--- config.mk ---
export PLATFORM = sky130hd
export DESIGN_NAME = skinny_sbox8_cms1_layer_seq_flat
export DESIGN_NICKNAME = d
export VERILOG_FILES = /design/src/rtl/skinny_cms1_pkg.sv /design/src/rtl/skinny_sbox8_cms1_layer_seq_if.sv /design/src/rtl/skinny_sbox8_cms1_rapid_non_pipelined.sv /design/src/rtl/skinny_sbox8_cms1_layer_seq.sv /design/src/flat_wrapper.sv
export SDC_FILE = /design/constraint.sdc
export NUM_CORES = 1
export LEC_CHECK = 0
export BUFFER_PORTS_ARGS = -buffer_cell sky130_fd_sc_hd__buf_2
export CORE_MARGIN = 2
export CORE_UTILIZATION = 50
export CTS_BUF_LIST = sky130_fd_sc_hd__clkbuf_8 sky130_fd_sc_hd__clkbuf_16
export CTS_CLUSTER_SIZE = 14
export DETAILED_ROUTE_END_ITERATION = 8
export PLACE_DENSITY = 0.75
export SLEW_MARGIN = 20
export SYNTH_ARGS = -nofsm -noshare
export SYNTH_HDL_FRONTEND = slang
export SYNTH_SLANG_ARGS = --single-unit
--- constraint.sdc ---
create_clock -name clk -period 3 [get_ports clk]
set_input_delay 0.9 -clock clk [delete_from_list [all_inputs] [get_ports clk]]
set_output_delay 0.9 -clock clk [all_outputs]
set_load 0.01 [all_outputs]
--- src/rtl/skinny_cms1_pkg.sv ---
// Shared types and byte-level helpers for the 2-share CMS SKINNY-128-384+ datapath.
// The bit shuffles are linear, so they are applied to each share independently.
package skinny_cms1_pkg;

  typedef enum logic [1:0] {
    IDLE   = 2'd0,
    EVAL_A = 2'd1,
    EVAL_B = 2'd2,
    DRAIN  = 2'd3
  } seq_state_t;

  localparam int SKINNY_SBOX8_RW    = 76;
  localparam int SKINNY_STATE_BYTES = 16;
  localparam int SBOX_HALF_RW       = SKINNY_SBOX8_RW / 2;

  // Bit permutation between the NOR/XOR rounds of S8.
  function automatic logic [7:0] sbox_perm(input logic [7:0] x);
    return {x[2], x[1], x[7], x[6], x[4], x[0], x[3], x[5]};
  endfunction

  // Final output swap of S8: bits 1 and 2 exchange places.
  function automatic logic [7:0] sbox_swap(input logic [7:0] x);
    return {x[7:3], x[1], x[2], x[0]};
  endfunction

endpackage

--- src/rtl/skinny_sbox8_cms1_layer_seq_if.sv ---
// Bus between the round-state register and the byte-serial S-box layer sequencer.
interface skinny_sbox8_cms1_layer_seq_if
  import skinny_cms1_pkg::*;
#(
  parameter int NBYTES = SKINNY_STATE_BYTES,
  parameter int RW     = SKINNY_SBOX8_RW
);
  logic                  start;
  logic [8*NBYTES-1:0]   s0_in;
  logic [8*NBYTES-1:0]   s1_in;
  logic [RW-1:0]         rnd;
  logic                  rnd_req;
  logic                  busy;
  logic                  done;
  logic [8*NBYTES-1:0]   s0_out;
  logic [8*NBYTES-1:0]   s1_out;

  modport master (output start, s0_in, s1_in, rnd,
                  input  rnd_req, busy, done, s0_out, s1_out);
  modport slave  (input  start, s0_in, s1_in, rnd,
                  output rnd_req, busy, done, s0_out, s1_out);
endinterface

--- src/rtl/skinny_sbox8_cms1_rapid_non_pipelined.sv ---
// Two-share masked SKINNY S8: first register level holds the first two NOR/XOR rounds,
// second level the last two. Input must be held for two edges; registers are not reset.
module skinny_sbox8_cms1_rapid_non_pipelined
  import skinny_cms1_pkg::*;
(
  input  logic                       clk,
  input  logic [7:0]                 si0,
  input  logic [7:0]                 si1,
  input  logic [SKINNY_SBOX8_RW-1:0] r,
  output logic [7:0]                 bo0,
  output logic [7:0]                 bo1
);

  // Cross-domain masks; each vector XORs to zero so the AND result stays intact.
  function automatic logic [3:0] mask3(input logic [2:0] m);
    return {m[0] ^ m[1] ^ m[2], m[2], m[1], m[0]};
  endfunction

  function automatic logic [3:0] mask4(input logic [3:0] m);
    return {m[3] ^ m[0], m[2] ^ m[3], m[1] ^ m[2], m[0] ^ m[1]};
  endfunction

  // Returns {z1, z0} with z0 ^ z1 = (p0 ^ p1) & (q0 ^ q1); share domains kept apart.
  function automatic logic [1:0] and2_masked(input logic p0, input logic p1,
                                             input logic q0, input logic q1,
                                             input logic [3:0] m);
    return {(p1 & q0) ^ m[2] ^ (p1 & q1) ^ m[3],
            (p0 & q0) ^ m[0] ^ (p0 & q1) ^ m[1]};
  endfunction

  // One NOR/XOR round: x0 ^= ~(x3|x2), x4 ^= ~(x7|x6); inversion folded into share 0.
  function automatic logic [15:0] cms_mix(input logic [7:0] a0, input logic [7:0] a1,
                                          input logic [3:0] m_lo, input logic [3:0] m_hi);
    logic [1:0] z_lo;
    logic [1:0] z_hi;
    z_lo = and2_masked(~a0[3], a1[3], ~a0[2], a1[2], m_lo);
    z_hi = and2_masked(~a0[7], a1[7], ~a0[6], a1[6], m_hi);
    return {a1 ^ {3'b000, z_hi[1], 3'b000, z_lo[1]},
            a0 ^ {3'b000, z_hi[0], 3'b000, z_lo[0]}};
  endfunction

  function automatic logic [15:0] cms_half(input logic [7:0] x0, input logic [7:0] x1,
                                           input logic [SBOX_HALF_RW-1:0] m,
                                           input logic last);
    logic [7:0]  a0;
    logic [7:0]  a1;
    logic [15:0] t;
    a0 = x0 ^ m[7:0];
    a1 = x1 ^ m[7:0];
    t  = cms_mix(a0, a1, mask3(m[10:8]), mask3(m[13:11]));
    a0 = sbox_perm(t[7:0])  ^ m[21:14];
    a1 = sbox_perm(t[15:8]) ^ m[21:14];
    t  = cms_mix(a0, a1, mask4(m[25:22]), mask4(m[29:26]));
    a0 = last ? sbox_swap(t[7:0])  : sbox_perm(t[7:0]);
    a1 = last ? sbox_swap(t[15:8]) : sbox_perm(t[15:8]);
    return {a1 ^ m[37:30], a0 ^ m[37:30]};
  endfunction

  logic [7:0]  mid0;
  logic [7:0]  mid1;
  logic [15:0] half1;
  logic [15:0] half2;

  assign half1 = cms_half(si0, si1, r[SBOX_HALF_RW-1:0], 1'b0);
  assign half2 = cms_half(mid0, mid1, r[SKINNY_SBOX8_RW-1:SBOX_HALF_RW], 1'b1);

  always_ff @(posedge clk) begin
    mid0 <= half1[7:0];
    mid1 <= half1[15:8];
    bo0  <= half2[7:0];
    bo1  <= half2[15:8];
  end

endmodule

--- src/rtl/skinny_sbox8_cms1_layer_seq.sv ---
// Byte-serial S-box layer: holds each state byte for two cycles in the masked S-box
// and reassembles the substituted shares. Shares are never recombined here.
//
//   state  | meaning
//   IDLE   | waiting for start; S-box inputs forced to zero
//   EVAL_A | first cycle of byte k; captures S-box result for byte k-1 (k > 0)
//   EVAL_B | second cycle of byte k; advances k or moves to DRAIN
//   DRAIN  | flushes the last byte and publishes the substituted state
module skinny_sbox8_cms1_layer_seq
  import skinny_cms1_pkg::*;
#(
  parameter int NBYTES = SKINNY_STATE_BYTES,
  parameter int RW     = SKINNY_SBOX8_RW
)
(
  input logic                           clk,
  input logic                           rst_n,
  skinny_sbox8_cms1_layer_seq_if.slave  bus
);

  localparam int            KW     = $clog2(NBYTES);
  localparam logic [KW-1:0] K_LAST = KW'(NBYTES - 1);

  seq_state_t          state, state_nxt;
  logic [KW-1:0]       k, k_nxt, cap_idx;
  logic [8*NBYTES-1:0] hold0, hold1, acc0, acc1, acc0_nxt, acc1_nxt, out0, out1;
  logic [7:0]          si0, si1, si0_nxt, si1_nxt, bo0, bo1;
  logic [RW-1:0]       rnd_w;
  logic                done_q;

  assign rnd_w       = bus.rnd;
  assign bus.rnd_req = (state != IDLE);
  assign bus.busy    = (state != IDLE) | done_q;
  assign bus.done    = done_q;
  assign bus.s0_out  = out0;
  assign bus.s1_out  = out1;

  always_comb begin
    state_nxt = state;
    k_nxt     = k;
    unique case (state)
      IDLE: if (bus.start) begin
        state_nxt = EVAL_A;
        k_nxt     = '0;
      end
      EVAL_A: state_nxt = EVAL_B;
      EVAL_B: if (k == K_LAST) begin
        state_nxt = DRAIN;
      end else begin
        state_nxt = EVAL_A;
        k_nxt     = k + KW'(1);
      end
      DRAIN:   state_nxt = IDLE;
      default: state_nxt = IDLE;
    endcase
  end

  // The holding registers load on the same edge as byte 0, so byte 0 comes straight from the bus.
  always_comb begin
    si0_nxt = '0;
    si1_nxt = '0;
    if (state_nxt != IDLE) begin
      if (state == IDLE) begin
        si0_nxt = bus.s0_in[7:0];
        si1_nxt = bus.s1_in[7:0];
      end else begin
        si0_nxt = hold0[{k_nxt, 3'b000} +: 8];
        si1_nxt = hold1[{k_nxt, 3'b000} +: 8];
      end
    end
  end

  always_comb begin
    acc0_nxt = acc0;
    acc1_nxt = acc1;
    cap_idx  = (state == DRAIN) ? K_LAST : k - KW'(1);
    if ((state == EVAL_A && k != '0) || state == DRAIN) begin
      acc0_nxt[{cap_idx, 3'b000} +: 8] = bo0;
      acc1_nxt[{cap_idx, 3'b000} +: 8] = bo1;
    end
  end

  always_ff @(posedge clk or negedge rst_n) begin
    if (!rst_n) begin
      state  <= IDLE;
      k      <= '0;
      hold0  <= '0;
      hold1  <= '0;
      acc0   <= '0;
      acc1   <= '0;
      out0   <= '0;
      out1   <= '0;
      si0    <= '0;
      si1    <= '0;
      done_q <= 1'b0;
    end else begin
      state  <= state_nxt;
      k      <= k_nxt;
      si0    <= si0_nxt;
      si1    <= si1_nxt;
      acc0   <= acc0_nxt;
      acc1   <= acc1_nxt;
      done_q <= (state == DRAIN);
      if (state == IDLE && bus.start) begin
        hold0 <= bus.s0_in;
        hold1 <= bus.s1_in;
      end
      if (state == DRAIN) begin
        out0 <= acc0_nxt;
        out1 <= acc1_nxt;
      end
    end
  end

  skinny_sbox8_cms1_rapid_non_pipelined u_sbox (
    .clk (clk),
    .si0 (si0),
    .si1 (si1),
    .r   (rnd_w),
    .bo0 (bo0),
    .bo1 (bo1)
  );

endmodule

--- src/flat_wrapper.sv ---
// flat-port wrapper written by rule: the top's interface ports become plain ports
module skinny_sbox8_cms1_layer_seq_flat import skinny_cms1_pkg::*;
#(
  parameter int NBYTES = SKINNY_STATE_BYTES,
  parameter int RW     = SKINNY_SBOX8_RW
)
  (clk, rst_n, bus_start, bus_s0_in, bus_s1_in, bus_rnd, bus_rnd_req, bus_busy, bus_done, bus_s0_out, bus_s1_out);
  skinny_sbox8_cms1_layer_seq_if #(.NBYTES(NBYTES), .RW(RW)) bus_i ();
  input logic clk;
  input logic rst_n;
  input wire logic [$bits(bus_i.start)-1:0] bus_start;
  input wire logic [$bits(bus_i.s0_in)-1:0] bus_s0_in;
  input wire logic [$bits(bus_i.s1_in)-1:0] bus_s1_in;
  input wire logic [$bits(bus_i.rnd)-1:0] bus_rnd;
  output wire logic [$bits(bus_i.rnd_req)-1:0] bus_rnd_req;
  output wire logic [$bits(bus_i.busy)-1:0] bus_busy;
  output wire logic [$bits(bus_i.done)-1:0] bus_done;
  output wire logic [$bits(bus_i.s0_out)-1:0] bus_s0_out;
  output wire logic [$bits(bus_i.s1_out)-1:0] bus_s1_out;
  assign bus_i.start = bus_start;
  assign bus_i.s0_in = bus_s0_in;
  assign bus_i.s1_in = bus_s1_in;
  assign bus_i.rnd = bus_rnd;
  assign bus_rnd_req = bus_i.rnd_req;
  assign bus_busy = bus_i.busy;
  assign bus_done = bus_i.done;
  assign bus_s0_out = bus_i.s0_out;
  assign bus_s1_out = bus_i.s1_out;
  skinny_sbox8_cms1_layer_seq #(.NBYTES(NBYTES), .RW(RW)) u_core (.clk(clk), .rst_n(rst_n), .bus(bus_i));
endmodule
==> key figures, run 1 <==
Clock tree
  • Post-CTS Setup Bufs: 0
  • CTS root buffer: clkbuf_16
  • TritonCTS Buffers: 86
  • CTS tree: yes
  • Clock Tree Buf Depth: 3
  • H-Tree Depth: 3
  • CTS sink count: 823
  • Cts hold-fix bufs: 0
  • Clock-pin slew on the worst setup and hold paths: 0.06 ns
  • Clk_lat worst skew: 0.64 ns

Detailed routing
  • Routed len/inst: 21.97 um
  • DR vias/cell: 5.534
  • Vias: 24.59k
  • Final antenna-violating net count: 0
  • DRC Markers: 0
  • Iter 0 DRT Violations: 2116
  • Drt first pass iters: 5
  • Final wirelength: 97650 um

Run
  • Max Cap Violations: 0

Placed design
  • Placed Cells: 4275
  • Place WS: -0.05012 ns
  • IO buf count: 581
  • Detailed Place HPWL: 68560 um
  • Routability cong.: 0.8781

Timing
  • Tightest Pin Transition: 0.9943 ns
  • Slack of the critical path: 0.06509 ns
  • Tmin final: 2.935 ns
  • Rel. slew slack: 33.71%
  • FMAX: 0.3407 GHz
  • Slew Viols, Final: 0
  • Clk_skew: 0.02009 ns
  • Final Hold Viols: 0
  • Setup violations, final: 0
  • Final period util: 97.83%

Synthesis
  • Synth Net Count: 3216
  • Synth Register Bits: 823
  • Yosys cell types: 67
  • Syn. warnings: 0
  • Top-area cell type share of the netlist area: 57.63%
  • Post-synthesis sequential area ratio: 59.49%
  • Cell taking the most area after synthesis: dfrtp_1
  • Synth Instances: 2875
  • Ranking of synthesized cells by area: dfrtp_1, mux2_2, nand2_1, nand3_1, xnor2_1
  • Synth Area per Inst: 11.95 um^2
  • Post-synth EDFFs: 0
  • Async SR Flop Fraction: 96.11%
  • Post-Syn Area: 0.03435 mm^2
  • Dominant synthesized flop cell: dfrtp_1

Global route
  • Total gr overflow: 0
  • Vias in the first global route: 24.45k
  • Largest net degree at the start of global routing: 186
  • Overall Global Routing Usage: 27.30%
  • Initial antenna violation count: 28
  • First-pass GRT wire length: 146400 um

Floorplan
  • Die Area: 0.07081 mm^2
  • Initial Util: 50.26%
  • Row count: 96
  • Core area: 0.06835 mm^2
  • IO Count: 594
  • Die height: 266.1 um
  • Die W: 266.1 um

Finish
  • Fraction of layout cells with a size suffix above 1: 37.51%
  • Final Non-Filler Cells: 4444
  • Final layout net count: 3823
  • Final core occ: 61.63%
  • Synthesis-to-layout area growth: 22.64%

Setup path
  • CP Launch Type: register
  • WS Path Type: reg -> reg
  • CP max FO: 14
  • Endpoint class of the critical path: register
  • Critical Path AT: 3.44 ns
  • Crit path required time: 3.51 ns

Power and ir drop
  • Total Power Consumption: 49.18 mW
  • Pleak: 20.91 nW
  • Pwr/cell area: 1167 mW/mm^2
  • IR drop worst, VDD: 0.0006705 V

Run status
  • Outcome: finished, final reports clean

Min path
  • HP Class: in -> async
-- cell usage in the layout (no fill, tap or decap), types with 18 or more instances in the layout --
| cell type | Yosys | final |
|---|---|---|
| clkbuf_8 | 0 | 18 |
| mux2_2 | 376 | 376 |
| o21ai_0 | 95 | 94 |
| dfrtp_1 | 791 | 791 |
| and2_1 | 19 | 19 |
| xor2_1 | 34 | 34 |
| nand3_1 | 170 | 169 |
| buf_12 | 0 | 28 |
| buf_2 | 20 | 580 |
| mux2i_1 | 60 | 60 |
| a31oi_1 | 57 | 57 |
| a22o_1 | 64 | 64 |
| buf_4 | 4 | 98 |
| a21oi_1 | 23 | 21 |
| mux4_2 | 31 | 31 |
| clkbuf_16 | 0 | 88 |
| inv_1 | 48 | 61 |
| nand2_1 | 517 | 516 |
| nor2_1 | 100 | 98 |
| xnor2_1 | 88 | 87 |
| or3_1 | 20 | 20 |
| dfxtp_1 | 32 | 32 |
-- layer usage --
layer	wire (um)	global-route usage, %
met2	48920	46.09
met1	38430	34.47
met5	122	0
met3	6582	5.813
met4	3596	10.80
-- worst max-delay path, stage by stage (launching register included) --
cell	delay, ns
dfrtp_1	0.38
buf_4	0.19
ha_1	0.26
and3_1	0.24
o21ai_4	0.17
nand2_4	0.08
inv_4	0.18
clkbuf_16	0.24
mux2i_1	0.08
mux4_2	0.56
a2111oi_2	0.40
-- final cells by class --
type | instances | area (um^2)
fill | 5314 | 26220
clock inverter | 47 | 588.1
clock buffer | 105 | 2425
timing repair buffer | 712 | 4284
antenna | 16 | 40.04
multi-input combinational | 1808 | 13050
inverter | 51 | 201.4
sequential | 823 | 20430
tap | 882 | 1104
-- per-stage QoR --
step | area, um^2 | setup TNS (ns) | hold WS (ns)
after floorplan | 34360 | 0 | 0.4331
after global placement | 38960 | 0 | 0.4419
after detailed placement | 38960 | -0.06465 | 0.4462
after CTS | 41980 | 0 | 0.2092
after global routing | 42110 | -0.02081 | 0.2299
final | 42120 | 0 | 0.2256
-- sequential cells by signal, summed over array words and instances (netlist names), 128 cells and up --
register and count:
u_core.acc1 128, u_core.hold0 128, u_core.bus.s0_out 128, u_core.bus.s1_out 128, u_core.acc0 128, u_core.hold1 128
-- timing repair --
action / in CTS / in global routing
endpoints found under the setup margin: 0 / 168
hold endpoints to repair: 0 / 0
gates resized for setup: 0 / 17
-- cells by family after synthesis --
group / synth area share, %
XOR/XNOR: 3.206
buffers and inverters: 2.907
adder cells (fa/ha/maj): 0.2185
AO/OA/AOI/OAI: 5.941
multiplexers: 16.87
flip-flops: 59.49
AND/OR/NAND/NOR: 11.36
-- final timing paths --
kind                       slack [ns]  cells after the start                           endpoint                      start
setup / recovery                 0.07                     10            u_core.si0[5]$_DFF_PN0_      u_core.k[0]$_DFF_PN0_
setup reg to reg                 0.07                     10            u_core.si0[5]$_DFF_PN0_      u_core.k[0]$_DFF_PN0_
hold / removal                   0.23                      1  u_core.bus.s0_out[33]$_DFFE_PN0P_                      rst_n
hold reg to reg                  0.46                      2  u_core.bus.s0_out[34]$_DFFE_PN0P_  u_core.acc0[34]$_DFF_PN0_
min in group clk                 0.46                      2  u_core.bus.s0_out[34]$_DFFE_PN0P_  u_core.acc0[34]$_DFF_PN0_
max in group asynchronous        1.91                      2  u_core.bus.s1_out[35]$_DFFE_PN0P_                      rst_n
-- cell usage after synthesis (2+ instances only) --
library cell    n
nor2_1        100
o211ai_1        2
mux2_4         10
buf_2          20
mux4_2         31
a21oi_1        23
and3b_1         2
xor2_1         34
mux2_1         10
a32oi_1         2
a2111oi_2      10
mux2i_1        60
o21ai_0        95
nand3_2         2
and2_1         19
a2111oi_0       3
inv_2           2
o31ai_1        18
nor2b_1         2
a31oi_1        57
inv_1          48
buf_1          10
nor3b_2         2
or3_1          20
or2_2          18
xnor2_1        88
o21ai_1        14
dfxtp_1        32
nor3_1          4
mux2_2        376
ha_1            6
or4_1           8
clkbuf_1      154
nand2b_1        5
nand3_1       170
buf_4           4
a2111oi_1       3
a22o_1         64
buf_6           4
nand2_1       517
dfrtp_1       791
and3_1          9
a211oi_1        2
-- power by group --
| group | internal [mW] | switching (mW) | leakage [nW] |
|---|---|---|---|
| sequential | 16.0 | 3.11 | 10.4 |
| combinational | 8.59 | 10.3 | 8.94 |
| clock | 6.71 | 4.53 | 1.53 |
| total | 31.3 | 17.9 | 20.9 |
Note: power is estimated with default switching activity, not from simulation.
==> run 2, diff against run 1 <==
--- a/config.mk
+++ b/config.mk
@@ -6,11 +6,13 @@
 export NUM_CORES = 1
 export LEC_CHECK = 0
 export BUFFER_PORTS_ARGS = -buffer_cell sky130_fd_sc_hd__buf_2
+export CAP_MARGIN = 10
 export CORE_MARGIN = 2
 export CORE_UTILIZATION = 50
 export CTS_BUF_LIST = sky130_fd_sc_hd__clkbuf_8 sky130_fd_sc_hd__clkbuf_16
 export CTS_CLUSTER_SIZE = 14
 export DETAILED_ROUTE_END_ITERATION = 8
+export GPL_TIMING_DRIVEN = 0
 export PLACE_DENSITY = 0.75
 export SLEW_MARGIN = 20
 export SYNTH_ARGS = -nofsm -noshare
==> run 2 against run 1 <==
Effect of this change:
- count of clock-buffer cells in the layout up 2
- non-clock buffer count up 84
- clock power about the same
- design area up 0.47%
==> key figures, run 2 (synthesis results as in run 1) <==
Setup path
  • WS Path Type: reg -> reg
  • Number of buffers and inverters on the critical path: 6 (+3)
  • CP max FO: 10 (-4)
  • Worst stage delay on the critical path: 0.40 ns (-0.16 ns)
  • Most used cell, CP: buf_4
  • CP top delay family: buffers and inverters
  • Worst-path cell chain: buf_2 > buf_4 > and3b_1 > nor2_1 > or2_1 > buf_2 > inv_4 > buf_4 > buf_4 > mux4_2 > nor2_1 > a2111oi_4
  • Crit path required time: 3.49 ns (-0.02 ns)
  • Endpoint class of the critical path: register
  • Reg2reg setup slack: 0.04 ns (-0.03 ns)
  • Worst R2R Path Depth: 12 (+2)
  • Critical-path top delay cell: mux4_2
  • Critical Path AT: 3.45 ns (about the same)
  • RR Startpoint: u_core.state[1]$_DFF_PN0_
  • Reg2reg end: u_core.si1[5]$_DFF_PN0_
  • CP Launch Type: register

Clock tree
  • Clock Tree Buf Depth: 3 (unchanged)
  • CTS root buffer: clkbuf_16
  • Clk_lat worst skew: 0.65 ns (about the same)
  • CTS sink count: 823 (unchanged)
  • Cts hold-fix bufs: 0 (unchanged)
  • TritonCTS Buffers: 85 (-1.2%)
  • Clock-pin slew on the worst setup and hold paths: 0.06 ns (about the same)
  • H-Tree Depth: 3 (unchanged)
  • CTS tree: yes

Placed design
  • Placed Cells: 4346 (+1.7%)
  • Routability cong.: 0.8728 (-0.60%)
  • IO buf count: 581 (unchanged)
  • Post-DP Area: 0.03860 mm^2 (-0.93%)
  • Detailed Place HPWL: 78460 um (+14%)

Timing
  • Final Hold Viols: 0 (unchanged)
  • Tmin final: 2.964 ns (+0.02868 ns)
  • RSZ-0062 raised after global routing: yes
  • Hold WS: 0.1487 ns (-0.07690 ns)
  • Slew Viols, Final: 0 (unchanged)
  • Clk_skew: 0.03053 ns (+0.01044 ns)
  • Setup violations, final: 0 (unchanged)
  • Tightest Pin Transition: 1.214 ns (+0.2200 ns)
  • FMAX: 0.3374 GHz (-0.97%)
  • Rel. slew slack: 19.05% (-15 points)
  • Final period util: 98.79% (+0.96 points)

Detailed routing
  • DRC Markers: 0 (unchanged)
  • DR vias/cell: 5.628 (+1.7%)
  • Final wirelength: 106500 um (+9.0%)
  • Final antenna-violating net count: 0 (unchanged)
  • Routed len/inst: 23.54 um (+7.1%)
  • Drt first pass iters: 9 (+4)
  • Iter 0 DRT Violations: 2269 (+7.2%)
  • Vias: 25.46k (+3.5%)

Floorplan
  • Row count: 96 (unchanged)
  • Die height: 266.1 um (unchanged)
  • Initial Util: 50.26% (unchanged)
  • IO Count: 594 (unchanged)
  • Die W: 266.1 um (unchanged)
  • Die Area: 0.07081 mm^2 (unchanged)
  • Core area: 0.06835 mm^2 (unchanged)

Finish
  • Fillers: 5339 (+0.47%)
  • Commonest non-fill, non-tap cells in the layout: dfrtp_1, buf_2, nand2_1, mux2_2, nand3_1
  • Fraction of layout cells with a size suffix above 1: 36.80% (-0.71 points)
  • Final instance area: 0.04232 mm^2 (+0.47%)
  • Final layout net count: 3906 (+2.2%)
  • Final Non-Filler Cells: 4523 (+1.8%)
  • Synthesis-to-layout area growth: 23.21%
  • Most common cell after layout, fill and taps aside: dfrtp_1

Min path
  • HP Class: in -> async

Global route
  • GR Util met1: 35.85% (+1.4 points)
  • Initial antenna violation count: 16 (-43%)
  • First-pass GRT wire length: 157600 um (+7.7%)
  • GR peak layer: met2
  • M2 GR Usage: 51.00% (+4.9 points)
  • Vias in the first global route: 25.73k (+5.3%)
  • Largest net degree at the start of global routing: 103 (-45%)
  • Grt met3 use: 6.497% (+0.68 points)
  • Total gr overflow: 0 (unchanged)
  • Overall Global Routing Usage: 29.92% (+2.6 points)

Power and ir drop
  • IR drop worst, VDD: 0.0005847 V (-13%)
  • Pwr/cell area: 1183 mW/mm^2 (+1.4%)
  • Total Power Consumption: 50.08 mW (+1.8%)
  • Pleak: 20.86 nW (-0.25%)

Run
  • Max Cap Violations: 0 (unchanged)

Run status
  • Outcome: finished, final reports clean
[run 2: cell count changes in the layout (fill, tap and decap cells not counted), moves of 8 or more]
cell	change
clkbuf_1	+112
buf_4	-71
buf_1	+8
buf_16	+8
o31ai_2	+9
clkbuf_2	+21
clkbuf_4	+15
buf_2	+13
a21oi_1	-8
buf_12	-27
o31ai_1	-11
diode_2	-8
[run 2: worst max path at each step]
stage	start	end	slack, ns	depth (start not counted)
2_1_floorplan	u_core.k[0]$_DFF_PN0_	u_core.bus.s1_out[122]$_DFFE_PN0P_	0.003	14
3_3_place_gp	rst_n	u_core.hold0[59]$_DFFE_PN0P_	-15.65	1
3_5_place_dp	u_core.k[0]$_DFF_PN0_	u_core.bus.s1_out[121]$_DFFE_PN0P_	-0.83	11
4_1_cts	u_core.state[1]$_DFF_PN0_	bus_rnd_req	-0.17	6
5_1_grt	u_core.state[1]$_DFF_PN0_	u_core.bus.s1_out[57]$_DFFE_PN0P_	-0.07	11
6_report	u_core.state[1]$_DFF_PN0_	u_core.si1[5]$_DFF_PN0_	0.04	12
[run 2: stage by stage]
stage,worst slack [ns],setup TNS (ns),utilization (%)
2_1_floorplan,0.002552,0,-
3_3_place_gp,-15.65,-,56.14
3_5_place_dp,-0.8302,-289.53,56.48
4_1_cts,-0.1709,-1.937,61.59
5_1_grt,-0.06801,-0.3625,61.91
6_report,0.03641,0,61.92
[run 2: cell type report]
type / instances / area, um^2 / share of cell area [%]
Clock inverter: 48 / 516.7 / 1.221
Clock buffer: 107 / 2452 / 5.795
Buffer: 189 / 949.7 / 2.244
Sequential cell: 823 / 20430 / 48.29
Antenna cell: 8 / 20.02 / 0.04730
Multi-Input combinational cell: 1808 / 13370 / 31.60
Inverter: 51 / 198.9 / 0.4701
Tap cell: 882 / 1104 / 2.608
Timing Repair Buffer: 607 / 3271 / 7.728
[run 2: timing repair]
item,in CTS,in global routing
resized for setup,130,47
setup endpoints to repair,538,332
pin swaps,5,4
buffers inserted,11,7
endpoints found under the hold margin,0,0
gates cloned,0,0
[run 2: per-layer routing]
metal	vias up	wire, um
met1	12770	40240
li1	11280	-
met5	-	76
met4	12	5662
met2	1100	52950
met3	286	7553
[run 2: report_power, final]
group / total [mW] / switching (mW) / internal (mW) / leakage [nW]
Combinational: 20.1 / 11.5 / 8.55 / 8.87
Sequential: 18.8 / 2.87 / 16.0 / 10.4
Clock: 11.1 / 4.57 / 6.57 / 1.55
[run 2: worst reg2reg max path: stages (launching register included)]
cell	delay, ns
dfrtp_1	0.32
buf_2	0.20
buf_4	0.23
and3b_1	0.20
nor2_1	0.04
or2_1	0.20
buf_2	0.20
inv_4	0.18
buf_4	0.25
buf_4	0.25
mux4_2	0.41
nor2_1	0.25
a2111oi_4	0.09
